[src/rtl/gate_apply_seq.sv]
// Applies a programmable 2x2 complex Q16.16 gate to one amplitude pair, one MAC per cycle.
// Optional macro GATE_ZERO_SKIP_EN skips terms whose coefficient is exactly zero.

module fixed_point_mult #(
   parameter int WIDTH = 32,
   parameter int FRAC  = 16
) (
   input  logic [WIDTH-1:0] a,
   input  logic [WIDTH-1:0] b,
   output logic [WIDTH-1:0] y,
   output logic             ovf
);
   logic signed [2*WIDTH-1:0] a_ext_s, b_ext_s, full_s, shifted_s;
   logic [WIDTH:0]            top_s;

   // Full-precision product, rescaled and saturated back to WIDTH bits
   always_comb begin
      a_ext_s   = {{WIDTH{a[WIDTH-1]}}, a};
      b_ext_s   = {{WIDTH{b[WIDTH-1]}}, b};
      full_s    = a_ext_s * b_ext_s;
      shifted_s = full_s >>> FRAC;
      top_s     = shifted_s[2*WIDTH-1:WIDTH-1];
      ovf       = !((&top_s) || !(|top_s));
      if (ovf) begin
         y = shifted_s[2*WIDTH-1] ? {1'b1, {(WIDTH-1){1'b0}}} : {1'b0, {(WIDTH-1){1'b1}}};
      end else begin
         y = shifted_s[WIDTH-1:0];
      end
   end
endmodule

module fixed_point_add #(
   parameter int WIDTH = 32
) (
   input  logic [WIDTH-1:0] a,
   input  logic [WIDTH-1:0] b,
   output logic [WIDTH-1:0] y,
   output logic             ovf
);
   logic [WIDTH:0] sum_s;

   // Saturating signed add
   always_comb begin
      sum_s = {a[WIDTH-1], a} + {b[WIDTH-1], b};
      ovf   = sum_s[WIDTH] ^ sum_s[WIDTH-1];
      if (ovf) begin
         y = sum_s[WIDTH] ? {1'b1, {(WIDTH-1){1'b0}}} : {1'b0, {(WIDTH-1){1'b1}}};
      end else begin
         y = sum_s[WIDTH-1:0];
      end
   end
endmodule

module gate_apply_seq #(
   parameter int WIDTH = 32,
   parameter int FRAC  = 16
) (
   input  logic             clk,
   input  logic             rst,
   input  logic             cfg_we,
   input  logic [2:0]       cfg_addr,
   input  logic [WIDTH-1:0] cfg_data,
   input  logic             in_valid,
   output logic             in_ready,
   input  logic [WIDTH-1:0] in_a0_re,
   input  logic [WIDTH-1:0] in_a0_im,
   input  logic [WIDTH-1:0] in_a1_re,
   input  logic [WIDTH-1:0] in_a1_im,
   output logic             out_valid,
   input  logic             out_ready,
   output logic [WIDTH-1:0] out_b0_re,
   output logic [WIDTH-1:0] out_b0_im,
   output logic [WIDTH-1:0] out_b1_re,
   output logic [WIDTH-1:0] out_b1_im,
   output logic             out_ovf,
   output logic             busy
);
   typedef enum logic [1:0] {ST_IDLE = 2'd0, ST_MAC = 2'd1, ST_DONE = 2'd2} state_t;

   localparam logic [WIDTH-1:0] ONE_C  = {{(WIDTH-FRAC-1){1'b0}}, 1'b1, {FRAC{1'b0}}};
   localparam logic [WIDTH-1:0] ZERO_C = {WIDTH{1'b0}};
   localparam logic [WIDTH-1:0] MIN_C  = {1'b1, {(WIDTH-1){1'b0}}};
   localparam logic [WIDTH-1:0] MAX_C  = {1'b0, {(WIDTH-1){1'b1}}};

   state_t           state_r, state_next_s;
   logic [WIDTH-1:0] coef_r  [8];
   logic [WIDTH-1:0] amp_r   [4];
   logic [WIDTH-1:0] out_b_r [4];
   logic [3:0]       step_r;
   logic [WIDTH-1:0] acc_r;
   logic             ovf_r;

   logic             accept_s, neg_s, neg_ovf_s, mult_ovf_s, add_ovf_s;
   logic [1:0]       cur_comp_s;
   logic [WIDTH-1:0] prod_s, term_s, sum_s;
   logic [15:0]      nz_s;
   logic [4:0]       next_s, start_s;
   logic [3:0]       wr_en_s;
   logic [WIDTH-1:0] wr_data_s [4];

   assign accept_s   = in_valid && (state_r == ST_IDLE);
   assign cur_comp_s = step_r[3:2];
   // Coefficient {row, column, imag}; amplitude {column, imag}; re rows subtract the im*im term
   assign neg_s      = !step_r[2] && step_r[0];

   fixed_point_mult #(.WIDTH(WIDTH), .FRAC(FRAC)) u_mult (
      .a   (coef_r[{step_r[3], step_r[1], step_r[0]}]),
      .b   (amp_r[{step_r[1], step_r[0] ^ step_r[2]}]),
      .y   (prod_s),
      .ovf (mult_ovf_s)
   );

   fixed_point_add #(.WIDTH(WIDTH)) u_add (
      .a   (acc_r),
      .b   (term_s),
      .y   (sum_s),
      .ovf (add_ovf_s)
   );

   // Term sign handling; the most negative product saturates when negated
   always_comb begin
      neg_ovf_s = 1'b0;
      if (neg_s) begin
         if (prod_s == MIN_C) begin
            term_s    = MAX_C;
            neg_ovf_s = 1'b1;
         end else begin
            term_s = ZERO_C - prod_s;
         end
      end else begin
         term_s = prod_s;
      end
   end

   // Live-term mask, first live term of a pair and the live term after the current one
   always_comb begin
`ifdef GATE_ZERO_SKIP_EN
      for (int i = 0; i < 16; i++) begin
         nz_s[i] = (coef_r[{i[3], i[1], i[0]}] != ZERO_C);
      end
`else
      nz_s = 16'hFFFF;
`endif
      next_s  = 5'd16;
      start_s = 5'd16;
      for (int i = 15; i >= 0; i--) begin
         if (nz_s[i]) begin
            start_s = 5'(i);
            if (5'(i) > {1'b0, step_r}) begin
               next_s = 5'(i);
            end else begin
               next_s = next_s;
            end
         end else begin
            start_s = start_s;
         end
      end
   end

   // A component is written once the pointer moves past its last term
   always_comb begin
      for (int c = 0; c < 4; c++) begin
         wr_en_s[c]   = 1'b0;
         wr_data_s[c] = ZERO_C;
         if (state_r == ST_MAC) begin
            wr_en_s[c]   = (2'(c) >= cur_comp_s) && ({1'b0, 2'(c), 2'b11} < next_s);
            wr_data_s[c] = (2'(c) == cur_comp_s) ? sum_s : ZERO_C;
         end else if (accept_s) begin
            wr_en_s[c] = ({1'b0, 2'(c), 2'b11} < start_s);
         end else begin
            wr_en_s[c] = 1'b0;
         end
      end
   end

   // State register
   always_ff @(posedge clk) begin
      if (rst) begin
         state_r <= ST_IDLE;
      end else begin
         state_r <= state_next_s;
      end
   end

   // Next-state logic
   always_comb begin
      state_next_s = state_r;
      case (state_r)
         ST_IDLE: begin
            if (accept_s) begin
               state_next_s = start_s[4] ? ST_DONE : ST_MAC;
            end else begin
               state_next_s = ST_IDLE;
            end
         end
         ST_MAC:  state_next_s = next_s[4] ? ST_DONE : ST_MAC;
         ST_DONE: state_next_s = out_ready ? ST_IDLE : ST_DONE;
         default: state_next_s = ST_IDLE;
      endcase
   end

   // Output decode
   always_comb begin
      in_ready  = (state_r == ST_IDLE);
      out_valid = (state_r == ST_DONE);
      busy      = (state_r != ST_IDLE);
      out_ovf   = ovf_r;
      out_b0_re = out_b_r[0];
      out_b0_im = out_b_r[1];
      out_b1_re = out_b_r[2];
      out_b1_im = out_b_r[3];
   end

   // Datapath registers: coefficients, operands, accumulator, results
   always_ff @(posedge clk) begin
      if (rst) begin
         for (int i = 0; i < 8; i++) coef_r[i] <= (i == 0 || i == 6) ? ONE_C : ZERO_C;
         for (int i = 0; i < 4; i++) begin
            amp_r[i]   <= ZERO_C;
            out_b_r[i] <= ZERO_C;
         end
         step_r <= 4'd0;
         acc_r  <= ZERO_C;
         ovf_r  <= 1'b0;
      end else begin
         case (state_r)
            ST_IDLE: begin
               if (cfg_we) coef_r[cfg_addr] <= cfg_data;
               if (accept_s) begin
                  amp_r[0] <= in_a0_re;
                  amp_r[1] <= in_a0_im;
                  amp_r[2] <= in_a1_re;
                  amp_r[3] <= in_a1_im;
                  ovf_r    <= 1'b0;
                  acc_r    <= ZERO_C;
                  step_r   <= start_s[3:0];
               end
            end
            ST_MAC: begin
               ovf_r  <= ovf_r | mult_ovf_s | neg_ovf_s | add_ovf_s;
               step_r <= next_s[3:0];
               acc_r  <= (next_s[4:2] != {1'b0, cur_comp_s}) ? ZERO_C : sum_s;
            end
            ST_DONE: acc_r <= acc_r;
            default: acc_r <= ZERO_C;
         endcase
         for (int c = 0; c < 4; c++) begin
            if (wr_en_s[c]) out_b_r[c] <= wr_data_s[c];
         end
      end
   end
endmodule

[config.mk]
export PLATFORM = sky130hd
export DESIGN_NAME = gate_apply_seq
export DESIGN_NICKNAME = d
export VERILOG_FILES = /design/src/rtl/gate_apply_seq.sv
export SDC_FILE = /design/constraint.sdc
export NUM_CORES = 2
export LEC_CHECK = 0
export CAP_MARGIN = 20
export CORE_MARGIN = 5
export CORE_UTILIZATION = 38
export CTS_CLUSTER_DIAMETER = 60
export CTS_CLUSTER_SIZE = 40
export DETAILED_ROUTE_END_ITERATION = 12
export GPL_TIMING_DRIVEN = 1
export HOLD_SLACK_MARGIN = 0.1
export PLACE_DENSITY = 0.64
export SYNTH_ARGS = -nofsm -noshare
export SYNTH_HDL_FRONTEND = slang
export SYNTH_SLANG_ARGS = --single-unit
[constraint.sdc]
create_clock -name clk -period 22.3 [get_ports clk]
set_clock_uncertainty 0.2 [all_clocks]
set_input_delay 2.23 -clock clk [delete_from_list [all_inputs] [get_ports clk]]
set_output_delay 2.23 -clock clk [all_outputs]
set_load 0.1 [all_outputs]
Word-level counts from Yosys, hierarchy flattened
Memory sizes are Yosys's and may differ from the RTL's. A register that Yosys moved wholly into a read port is not among the register bits.
Cells that the tools add are included.
{"block": "classes", "add_sub_neg": 2, "multipliers": 1, "order_cmp": 23, "eq_ne": 8, "n_mux": 81, "bitwise": 14, "reduce_logical": 19}
{"operator": "$mux 32", "count": 25}
{"operator": "$pmux 32 s3", "count": 1}
{"operator": "$mux 5", "count": 15}
{"operator": "$mul 32x32->64", "count": 1}
{"operator": "$add 32x32->33", "count": 1}
{"operator": "$eq 32x32->1 const B", "count": 1}
{"operator": "$gt 4x4->1 const A", "count": 8}
{"operator": "$reduce_or 32->1", "count": 1}
{"operator": "$sub 1x32->32 const A", "count": 1}
{"operator": "$mux 1", "count": 31}
{"operator": "$reduce_and 17->1", "count": 1}
{"operator": "$reduce_or 17->1", "count": 1}
{"operator": "$gt 3x4->1 const A", "count": 4}
{"operator": "$or 1x1->1", "count": 11}
{"operator": "$lt 4x5->1 const A", "count": 2}
{"operator": "$mux 3", "count": 3}
{"operator": "$gt 2x4->1 const A", "count": 2}
{"operator": "$pmux 4 s2", "count": 1}
{"operator": "$logic_and 1x1->1", "count": 6}
{"operator": "$pmux 2 s3", "count": 1}
{"operator": "$lt 2x5->1 const A", "count": 1}
{"operator": "$lt 3x5->1 const A", "count": 1}
{"operator": "$eq 2x2->1 const A", "count": 2}
{"operator": "$ge 1x2->1 const A", "count": 2}
{"operator": "17 further kinds", "count": 25}
{"block": "word_totals", "regBits": 39, "ramBits": 512, "inputBits": 168, "out_inout_bits": 132, "mem_count": 3}
{"memory": "coef_r", "words": 8, "width": 32, "read_ports": 1, "rd_ports_with_merged_regs": 1, "write_ports": 8, "line": "86", "source": "logic [WIDTH-1:0] coef_r [8];"}
{"memory": "amp_r", "words": 4, "width": 32, "read_ports": 1, "rd_ports_with_merged_regs": 0, "write_ports": 4, "line": "87", "source": "logic [WIDTH-1:0] amp_r [4];"}
{"memory": "out_b_r", "words": 4, "width": 32, "read_ports": 4, "rd_ports_with_merged_regs": 0, "write_ports": 4, "line": "88", "source": "logic [WIDTH-1:0] out_b_r [4];"}

Depth between registers and ports, before layout
{"block": "depth", "ltp_word": 23, "mapped_depth": 72, "depth_no_buf": 63}

Modules after synthesis
From an unflattened synthesis, not the netlist that was laid out.
{"block": "hier_totals", "hier_cells": 5886, "area_unflattened_um2": 63094.3}
{"mod": "fixed_point_mult", "instances": 1, "cells_each": 4010, "area_each_um2": 36930.4}
{"mod": "gate_apply_seq", "instances": 1, "cells_each": 1571, "area_each_um2": 23974.2}
{"mod": "fixed_point_add", "instances": 1, "cells_each": 305, "area_each_um2": 2189.6}

Worst setup path after synthesis
No wires, ideal clock.
{"block": "synth_path", "path_type": "register -> register", "start": "reg step_r[2]", "end": "mem out_b_r[1][8], data pin", "setup_ns": 0.265, "arrival_ns": 16.008, "setup_slack_ns": 5.827, "path_stages_with_launch": 66, "path_buffers": 9, "period_less_slack_ns": 16.473, "cell_sequence": "dfxtp_1 inv_1 ha_1 buf_4 buf_1 clkbuf_1 mux4_2 clkbuf_1 nand2_1 inv_1 fa_1 fa_1 fa_1 inv_1 fa_1 inv_1 fa_1 fa_1 (+30 left out) ha_1 o21a_1 o21a_1 o211ai_1 nand3_1 a21oi_1 a311oi_1 o311ai_0 nand3_1 a21oi_1 nand2b_1 o21a_1 xor2_1 buf_1 nand2_1 clkbuf_1 a21oi_1 nor2_1"}
{"item": "start: declaration", "line": "89", "source": "logic [3:0] step_r;"}
{"item": "start signal: assignment", "line": "236", "source": "step_r <= start_s[3:0];"}
{"item": "start signal: assignment", "line": "241", "source": "step_r <= next_s[3:0];"}
{"item": "end: declaration", "line": "88"}

==> impl_table.tex <==
\begin{tabular}{lr}
\hline
Metric & Value \\
\hline
\multicolumn{2}{l}{\textbf{Status}} \\
\quad Result of the run & complete, no violations \\
\multicolumn{2}{l}{\textbf{Yosys}} \\
\quad Most frequent cell after synthesis & fa\_1 \\
\quad Synth top area cells & fa\_1, edfxtp\_1, inv\_1 \\
\quad Adder-Cell Fraction of Synth Area & 0.395 \\
\quad Unique cell type count in the Yosys netlist & 95 \\
\quad Simple-gate portion of the synthesized area & 0.150 \\
\quad Top\_reg\_cell synth & edfxtp\_1 \\
\quad Register area share after synthesis & 0.263 \\
\quad Main combinational cell family by area after synthesis & adder cells \\
\quad Fraction of registers with async set/reset & 0 \\
\quad Synthesized area & 61800 µm² \\
\quad Xor-xnor portion of the synthesized cell area & 0.0132 \\
\quad Post-synthesis instance total & 5931 \\
\quad Area fraction in compound gates after synthesis & 0.0532 \\
\quad Post-synthesis area per instance & 10.4 µm² \\
\quad Number of warnings reported in the yosys synthesis log & 0 \\
\quad Synth top cells by count & fa\_1, inv\_1, nor2\_1 \\
\quad Cell accounting for the most synthesized area & fa\_1 \\
\quad Flip-flop and latch count after synthesis & 554 \\
\quad Number of enable-type register cells in the synthesized netlist & 512 \\
\quad Nets in the synthesized netlist & 7395 \\
\quad Share of cell area taken by muxes after synthesis & 0.0482 \\
\quad Area share of the largest cell type after synthesis & 0.351 \\
\multicolumn{2}{l}{\textbf{Drt}} \\
\quad Number of detailed-routing iterations run before antenna repair & 5 \\
\quad Wl on met1 & 71300 µm \\
\quad Detail Route met2 WL & 93100 µm \\
\quad Via Count & 44300 \\
\quad Per-cell routed wire length & 22.7 µm \\
\quad Max layer used & met5 \\
\quad Final WL & 187000 µm \\
\quad First DRT Iteration DRCs & 3746 \\
\quad Number of design rule violations left after detail routing & 0 \\
\quad Ratio of routed vias to standard cells & 5.37 \\
\quad Met3 wire len & 13800 µm \\
\quad Count of nets left with antenna violations after detail routing & 0 \\
\multicolumn{2}{l}{\textbf{Critical path}} \\
\quad Top Family by Delay on Critical Path & adder cells \\
\quad Critical register-to-register path startpoint & step\_r[2] \\
\quad Stage delay of the slowest cell on the critical path & 1.00 ns \\
\quad Cell type of the slowest stage on the worst timing path & fa\_1 \\
\quad Crit path max fanout & 43 \\
\quad Crit start category & flop \\
\quad Most numerous cell on the critical path & fa\_1 \\
\quad Buf/Inv on CP & 6 \\
\quad Type of destination of the critical path & flop \\
\quad Critical path type & reg -> reg \\
\quad Source of the critical timing path & step\_r[2] \\
\quad Data required time of the worst path & 22.44 ns \\
\quad Arrival time of the worst setup path & 20.08 ns \\
\multicolumn{2}{l}{\textbf{Layout}} \\
\quad Fillcell total & 15500 \\
\quad Post-synthesis to final-layout area growth & 11.3\% \\
\quad Share of final-layout standard cells stronger than drive strength 1 & 0.0648 \\
\quad Number of nets in the layout & 7495 \\
\multicolumn{2}{l}{\textbf{Clock tree}} \\
\quad Hold buffer count at CTS & 0 \\
\quad CTS H-tree lvls & 2 \\
\quad Post\_cts resized & 0 \\
\quad Clock latency reported for the late side of the worst-skew pair & 0.64 ns \\
\quad CTS tree & built \\
\quad Total setup buffers inserted after CTS & 0 \\
\quad Bufs on Longest Clock Path & 3 \\
\quad Clk pin slew, worst setup/hold paths & 0.10 ns \\
\quad Clock net sink count & 554 \\
\quad Clock buffers created by TritonCTS & 39 \\
\quad Clock root buffer & clkbuf\_16 \\
\multicolumn{2}{l}{\textbf{STA}} \\
\quad Setup repair after global routing missed its margin & false \\
\quad Final hold vios & 0 \\
\quad \# setup viols final & 0 \\
\quad Highest clock rate & 0.0501 GHz \\
\quad Worst max-slew margin expressed relative to the limit & 0.193 \\
\quad Crit share post-route & 0.894 \\
\quad Final Critical Period & 19.94 ns \\
\quad Total negative slack & 0 ns \\
\quad Final Max Tran Viols & 0 \\
\quad Pin slew with the least headroom to its limit & 1.21 ns \\
\multicolumn{2}{l}{\textbf{Floorplanning}} \\
\quad Placeable core area & 162000 µm² \\
\quad Row cnt & 148 \\
\quad Vertical die dimension & 413 µm \\
\quad Die outline area & 171000 µm² \\
\quad Die Span X & 413 µm \\
\quad Starting Density & 0.381 \\
\quad Top-level I/O count & 300 \\
\multicolumn{2}{l}{\textbf{Place}} \\
\quad IO buf count & 299 \\
\quad Placer Congestion & 0.921 \\
\quad Detailed-placement wirelength estimate & 143000 µm \\
\multicolumn{2}{l}{\textbf{Run}} \\
\quad Max-cap viol count & 0 \\
\multicolumn{2}{l}{\textbf{Global route}} \\
\quad Antenna violations before repair & 12 \\
\quad Via count of the first global-routing pass & 47500 \\
\quad Remaining global-route overflow & 0 \\
\quad First-pass GRT wire length & 289000 µm \\
\quad Pin count of the biggest net entering global routing & 129 \\
\quad Global-route total usage across every layer & 0.222 \\
\multicolumn{2}{l}{\textbf{Min path}} \\
\quad Launch point of the worst hold path & acc\_r[17] \\
\quad Path type of the worst min-delay path & reg -> reg \\
\hline
\end{tabular}
## area by class of cell
type	count	area, µm²	share of cell area
repair buffers	385	3670	0.0533
multi-input cells	4105	41000	0.597
diodes	10	25.0	0.000364
flip-flops and latches	554	16200	0.236
inverters	946	3550	0.0517
clock inverters	31	531	0.00772
clock buffers	41	983	0.0143
well taps	2175	2720	0.0396
## path summary, 6_finish.rpt
check	slack, ns	depth (start not counted)	end
max reg2reg	2.36	54	out_b_r[2][6]
min reg2reg	0.27	2	acc_r[17]
min	0.27	2	acc_r[17]
max	2.36	54	out_b_r[2][6]
## flip-flops by register name, summed over array words and instances, names as in the netlist, named ones only
signal / count
acc_r: 32
amp_r: 128
coef_r: 256
out_b_r: 128
out_ovf: 1
state_r: 2
step_r: 4
## worst min-delay path, delay by kind of cell (launching register included)
family	cells	cell delay (ns)
compound gates	1	0.06
flops	1	0.34
simple gates	1	0.05
## cell families (layout without fill, tap and decap cells)
logic type	count (synthesis)	after routing
adder cells (fa/ha/maj)	1303	1303
XOR/XNOR	93	93
flip-flops	554	554
AO/OA/AOI/OAI	511	511
buffers and inverters	1272	1403
other	0	10
AND/OR/NAND/NOR	2003	2003
multiplexers	195	195
## metal layers
layer,GRT usage,up-vias
met2,0.383,1800
met1,0.279,23100
met4,0.0929,6
met5,0,-
li1,-,19000
met3,0.0329,393
## metrics by stage
stage	hold slack [ns]	std cells	instance area [µm²]	worst slack (ns)	utilization
3_3_place_gp	0.245	8163	67100	2.96	0.414
2_1_floorplan	0.232	5931	61800	5.83	-
3_5_place_dp	0.258	8164	67200	2.55	0.414
4_1_cts	0.275	8236	68700	2.50	0.423
6_report	0.273	8247	68700	2.36	0.424
5_1_grt	0.299	8244	68700	0.963	0.424
## cell usage in the layout (no fill, tap or decap), types with 42 or more instances in the layout
cell type,Yosys,layout
fa_1,1082,1082
xnor2_1,61,61
nand2_1,615,615
inv_1,945,945
mux2i_1,60,42
mux2_2,58,58
and2_1,282,282
clkdlybuf4s50_1,0,298
edfxtp_1,512,512
ha_1,214,213
nor2_1,720,712
buf_4,4,84
a21oi_1,126,126
a21o_1,64,62
o21ai_0,107,103
mux4_2,75,75
and3_1,144,144
Power is not shown: default switching activity piles up to over one toggle a cycle in this logic, so the estimate is an artifact.
